`src/rtl/desalojo_ctrl.sv`:
```
// Clock-hand (second-chance) victim selector for a 4-way set: tracks per-way
// valid/ref/dirty bits, picks a victim on a miss, and handshakes a writeback when needed.
module desalojo_ctrl #(
    parameter logic [1:0] PTR_RESET = 2'd0
) (
    input  logic       clk,
    input  logic       rst,
    input  logic       req,
    input  logic       hit,
    input  logic [1:0] hit_way,
    input  logic       wr,
    input  logic       inv,
    input  logic [1:0] inv_way,
    input  logic       wb_ack,
    output logic       gnt,
    output logic [1:0] gnt_way,
    output logic       wb_req,
    output logic [1:0] wb_way,
    output logic       busy,
    output logic       desalojo1,
    output logic [3:0] valid_o,
    output logic [3:0] ref_o,
    output logic [3:0] dirty_o
);

    typedef enum logic [1:0] {IDLE, SCAN, WB, GRANT} state_t;

    state_t     state_q, state_d;
    logic [3:0] valid_q, valid_d;
    logic [3:0] ref_q, ref_d;
    logic [3:0] dirty_q, dirty_d;
    logic [1:0] ptr_q, ptr_d;
    logic [1:0] victim_q, victim_d;
    logic [2:0] scan_cnt_q, scan_cnt_d;

    logic [3:0] valid_post_inv;
    logic       free_found;
    logic [1:0] free_way;
    logic       hit_ok;
    logic [3:0] way_evictable;

    // Allocation in IDLE must see a way freed by a same-cycle invalidate.
    always_comb begin
        valid_post_inv = valid_q;
        if (inv) begin
            valid_post_inv[inv_way] = 1'b0;
        end
        free_found = 1'b0;
        free_way   = 2'd0;
        for (int i = 3; i >= 0; i--) begin
            if (!valid_post_inv[i]) begin
                free_found = 1'b1;
                free_way   = 2'(i);
            end
        end
    end

    assign hit_ok = hit && valid_q[hit_way] &&
                    !(((state_q == WB) || (state_q == GRANT)) && (hit_way == victim_q));

    always_comb begin
        state_d    = state_q;
        valid_d    = valid_q;
        ref_d      = ref_q;
        dirty_d    = dirty_q;
        ptr_d      = ptr_q;
        victim_d   = victim_q;
        scan_cnt_d = scan_cnt_q;

        if (hit_ok) begin
            ref_d[hit_way] = 1'b1;
            if (wr) begin
                dirty_d[hit_way] = 1'b1;
            end
        end

        // State-specific updates come after the hit so they win on the same way.
        case (state_q)
            IDLE: begin
                if (inv) begin
                    valid_d[inv_way] = 1'b0;
                    ref_d[inv_way]   = 1'b0;
                    dirty_d[inv_way] = 1'b0;
                end
                if (req) begin
                    if (free_found) begin
                        victim_d = free_way;
                        state_d  = GRANT;
                    end else begin
                        scan_cnt_d = 3'd0;
                        state_d    = SCAN;
                    end
                end
            end
            SCAN: begin
                // After four clears the hand is forced to take the way it points at.
                if (ref_q[ptr_q] && (scan_cnt_q != 3'd4)) begin
                    ref_d[ptr_q] = 1'b0;
                    ptr_d        = ptr_q + 2'd1;
                    scan_cnt_d   = scan_cnt_q + 3'd1;
                end else begin
                    victim_d = ptr_q;
                    state_d  = dirty_q[ptr_q] ? WB : GRANT;
                end
            end
            WB: begin
                if (wb_ack) begin
                    dirty_d[victim_q] = 1'b0;
                    state_d           = GRANT;
                end
            end
            GRANT: begin
                valid_d[victim_q] = 1'b1;
                ref_d[victim_q]   = 1'b1;
                dirty_d[victim_q] = 1'b0;
                ptr_d             = victim_q + 2'd1;
                state_d           = IDLE;
            end
            default: state_d = IDLE;
        endcase
    end

    always_ff @(posedge clk or posedge rst) begin
        if (rst) begin
            state_q    <= IDLE;
            valid_q    <= 4'd0;
            ref_q      <= 4'd0;
            dirty_q    <= 4'd0;
            ptr_q      <= PTR_RESET;
            victim_q   <= 2'd0;
            scan_cnt_q <= 3'd0;
        end else begin
            state_q    <= state_d;
            valid_q    <= valid_d;
            ref_q      <= ref_d;
            dirty_q    <= dirty_d;
            ptr_q      <= ptr_d;
            victim_q   <= victim_d;
            scan_cnt_q <= scan_cnt_d;
        end
    end

    for (genvar gi = 0; gi < 4; gi++) begin : g_evict
        assign way_evictable[gi] = valid_q[gi] & ~ref_q[gi];
    end

    assign desalojo1 = &way_evictable;
    assign gnt       = (state_q == GRANT);
    assign gnt_way   = gnt ? victim_q : 2'd0;
    assign wb_req    = (state_q == WB);
    assign wb_way    = wb_req ? victim_q : 2'd0;
    assign busy      = (state_q != IDLE);
    assign valid_o   = valid_q;
    assign ref_o     = ref_q;
    assign dirty_o   = dirty_q;

endmodule

```
`config.mk`:
```
export PLATFORM = sky130hd
export DESIGN_NAME = desalojo_ctrl
export DESIGN_NICKNAME = d
export VERILOG_FILES = /design/src/rtl/desalojo_ctrl.sv
export SDC_FILE = /design/constraint.sdc
export NUM_CORES = 1
export LEC_CHECK = 0
export ABC_AREA = 1
export ABC_CLOCK_PERIOD_IN_PS = 4200
export CAP_MARGIN = 20
export CORE_UTILIZATION = 50
export DETAILED_ROUTE_END_ITERATION = 6
export PLACE_DENSITY = 0.77
export SLEW_MARGIN = 20
export SYNTH_ARGS = -nofsm -noshare
export SYNTH_HDL_FRONTEND = slang
export SYNTH_SLANG_ARGS = --single-unit
```
`constraint.sdc`:
```
create_clock -name clk -period 4.2 [get_ports clk]
set_input_delay 0.63 -clock clk [delete_from_list [all_inputs] [get_ports clk]]
set_output_delay 0.63 -clock clk [all_outputs]
set_load 0.01 [all_outputs]
```
==> PnR_summary.wiki <==
{| class="wikitable"
! Metric !! Value
|-
| Sequential element share of the synthesized area || 30.5%
|-
| Port-buffer cells || 30
|-
| Transition time of the tightest slew-check pin || 804 ps
|-
| Number of distinct library cell variants in the gate-level netlist after synthesis || 31
|-
| Clock tree from TritonCTS || yes
|-
| Biggest area contributors in the synthesized netlist || dfrtp_1 31%, nand2_1 16%, inv_1 6.8%
|-
| Yosys top cell area share || 30.5%
|-
| Power Density || 744 nW/µm²
|-
| Leakage power || 1.05 nW
|-
| Cell area after technology mapping || 1720 µm²
|-
| Final period util || 64.0%
|-
| Worst reg2reg setup slack || 2240 ps
|-
| Required time of the critical path || 3570 ps
|-
| Clock Pin Slew Worst Setup and Hold Paths || 120 ps
|-
| Clock Power Share || 6.9%
|-
| Vias in the first global route || 1626
|-
| Count of cells resized by post-cts repair || 0
|-
| Design Area, Final || 2050 µm²
|-
| Initial Utilization || 54.6%
|-
| GPL Wtd Cong || 0.936
|-
| Total negative slack for setup checks || 0 ps
|-
| Cell area reported after detailed placement || 2030 µm²
|-
| Final Slew Violations || 0
|-
| Sw Pwr || 0.000802 W
|-
| Hold/Removal Path Class || reg2reg
|-
| Crit. Startpoint || state_q[0]$_DFFE_PP0P_
|-
| Avg Vias per Cell || 5.53
|-
| Latest clock arrival within the worst-skew pair || 320 ps
|-
| Final setup fails || 0
|-
| Synthesized area per cell || 6.67 µm²
|-
| Number of register bits inferred by synthesis || 21
|-
| Final routed DRC violation total || 1
|-
| Layout-stage area growth over the synthesis result || 19.4%
|-
| Period minus WS final || 2690 ps
|-
| Area taken by flip-flops and latches || 526 µm²
|-
| Peak ir drop on the vdd network || 0.367 mV
|-
| H-tree level count || 1
|-
| TritonCTS Buffers || 3
|-
| Yosys top cell by area || dfrtp_1
|-
| Post-Route WL || 4.40 mm
|-
| Core outline area || 3150 µm²
|-
| Largest buffer count on any clock path || 2
|-
| Reg-to-Reg Start || state_q[1]$_DFFE_PP0P_
|-
| Net count of the mapped netlist || 275
|-
| Die outline height || 60.7 µm
|-
| Final nets || 303
|-
| Critical path arrival || 2060 ps
|-
| Top-level I/O count || 31
|-
| Fraction of layout instances using a drive strength above 1 || 9.47%
|-
| Width of the die || 60.7 µm
|-
| # clock sinks || 21
|-
| Detailed router's first-iteration violation count || 140
|-
| Maximum fanout count along the critical path || 11
|-
| Number of endpoints with negative hold slack in the final report || 0
|-
| Worst max-slew margin expressed relative to the limit || 46.3%
|-
| Clock root buffer || clkbuf_4
|-
| Fmax || 0.372 GHz
|-
| Via count || 1819
|-
| Worst reg2reg path depth || 7
|-
| Global route overflow || 0
|-
| # rows || 20
|-
| Type of the worst setup path || reg2out
|-
| Final-layout fill cell count || 291
|-
| Count of mapped cells out of synthesis || 258
|-
| Critical path endpoint || gnt_way[0]
|-
| First-pass GRT wire length || 7.29 mm
|-
| Sort of element at the start of the critical path || register
|-
| Total half-perimeter wirelength after legalization and detailed placement || 3.42 mm
|-
| Setup repair after global routing missed its margin || no
|-
| Outcome || complete, but fails checks
|-
| First-pass iteration count of the detailed router || 7
|-
| Number of max-capacitance violations reported || 0
|-
| Antenna Cells || 0
|-
| Global routing usage summed across all routing layers || 27.0%
|-
| Number of placed instances, taps included || 325
|-
| Drt wl/cell || 13.4 µm
|-
| Comb pwr share || 66.7%
|-
| Number of post-CTS setup repair buffers || 0
|-
| CP Capture Type || primary output
|-
| Fraction of power consumed by sequential logic || 26.4%
|-
| Failing checks || DRC
|-
| CTS Hold Buffers Added || 0
|-
| Internal Dissipation || 0.000725 W
|-
| Post-detailed-route count of antenna-violating nets || 0
|-
| Number of antenna violations at the first check in global routing || 0
|-
| Number of warnings printed during yosys synthesis || 0
|-
| Fraction of power spent switching nets || 52.5%
|-
| Worst R2R End || scan_cnt_q[2]$_DFFE_PP0P_
|-
| Largest net degree at the start of global routing || 22
|-
| Clock skew || 3.72 ps
|-
| Multi-input gate area in the final layout || 991 µm²
|-
| Number of non-filler instances in the completed layout || 329
|-
| Total Die Area || 3680 µm²
|}
-- synthesized netlist by cell type --
library cell and number:
nor4_1 1, o211ai_1 1, buf_6 2, o21bai_1 1, inv_4 1, o22ai_1 1
xnor2_2 1, xnor2_1 2, nand2_1 75, nor3_1 4, nand2_4 1, nand3_4 1
nor2_4 1, nand3b_4 1, nand3_2 1, inv_1 31, o21ai_2 3, ha_1 6
dfrtp_1 21, nor2_1 19, o21ai_1 8, nand3_1 16, nor3b_1 2, a21oi_1 16
inv_2 9, o31ai_1 4, nand4_1 9, o21ai_0 9, nand3b_1 1, nand2_2 5
buf_2 5
-- registers in the layout (all words and copies together), names as in the netlist --
| name | count |
|---|---|
| ref_o | 4 |
| dirty_o | 4 |
| victim_q | 2 |
| state_q | 2 |
| scan_cnt_q | 3 |
| ptr_q | 2 |
| valid_o | 4 |
-- worst min path at each step --
stage / start / to / slack, ps / cells after the start
finish: scan_cnt_q[1]$_DFFE_PP0P_ / scan_cnt_q[1]$_DFFE_PP0P_ / 530 / 2
global route: scan_cnt_q[1]$_DFFE_PP0P_ / scan_cnt_q[1]$_DFFE_PP0P_ / 560 / 2
CTS: scan_cnt_q[1]$_DFFE_PP0P_ / scan_cnt_q[1]$_DFFE_PP0P_ / 530 / 2
detailed placement: scan_cnt_q[1]$_DFFE_PP0P_ / scan_cnt_q[1]$_DFFE_PP0P_ / 500 / 2
global placement: scan_cnt_q[1]$_DFFE_PP0P_ / scan_cnt_q[1]$_DFFE_PP0P_ / 490 / 2
floorplan: scan_cnt_q[1]$_DFFE_PP0P_ / scan_cnt_q[1]$_DFFE_PP0P_ / 470 / 2
-- worst max-delay path, stage by stage (launching register included) --
cell             delay, ps
dfrtp_1                450
ha_1                   460
nand2_1                190
inv_2                  110
clkdlybuf4s50_1        530
-- layout make-up --
cell class | count | share of cell area [%]
multi-input combinational | 189 | 48.2
sequential | 21 | 25.6
timing repair buffer | 30 | 14.6
inverter | 41 | 7.61
tap | 44 | 2.68
clock buffer | 4 | 1.28
-- power groups by stage --
stage                     sequential [W]  combinational [W]  clock (W)
after floorplan                 0.000373           0.000720          0
after global placement          0.000406           0.000996          0
after detailed placement        0.000405            0.00100          0
after CTS                       0.000401            0.00101   0.000104
after global routing            0.000418            0.00114   0.000112
final                           0.000403            0.00102   0.000105
-- cell usage in the layout, fill, tap and decap left out --
master and instances:
nor2_4 1, clkdlybuf4s50_1 30, nor3b_1 2, o21ai_0 9, inv_4 1, o21ai_2 3, nand2_4 1, clkbuf_1 1
nand3b_1 1, nand2_2 5, nand3_2 1, nor3_1 4, nor2_1 19, o21bai_1 1, o211ai_1 1, a21oi_1 16
inv_2 9, nand2_1 75, nand3_1 16, o21ai_1 8, dfrtp_1 21, nand4_1 9, nor4_1 1, clkbuf_4 3
ha_1 6, inv_1 31, o31ai_1 4, xnor2_2 1, xnor2_1 2, nand3_4 1, nand3b_4 1, o22ai_1 1
-- kinds of logic after synthesis --
kind of cell | count (synthesis) | share of synthesized area [%]
DFF | 21 | 30.5
xor gates and xnor gates | 3 | 1.96
and+or+nand+nor | 137 | 37.2
AOI/OAI and AO/OA | 43 | 14.1
adders and majority gates | 6 | 4.36
buffers and inverters | 48 | 11.9
-- through the flow --
stage / utilization (%) / hold slack (ps) / setup WS [ps] / total power, W
2_1_floorplan: - / 467 / 2570 / 0.00109
3_3_place_gp: 64.3 / 489 / 1900 / 0.00140
3_5_place_dp: 64.3 / 501 / 1890 / 0.00141
4_1_cts: 65.2 / 527 / 1540 / 0.00152
5_1_grt: 65.2 / 561 / 1420 / 0.00167
6_report: 65.2 / 526 / 1510 / 0.00153
-- per-layer routing --
metal	GRT usage, %	vias to the layer above	wire length, µm
met4	9.42	0	76
li1	-	892	-
met3	4.48	10	349
met1	38.2	813	1990
met2	41.8	104	1990
met5	0	-	0
No activity file was read; power rests on OpenSTA's default activity.
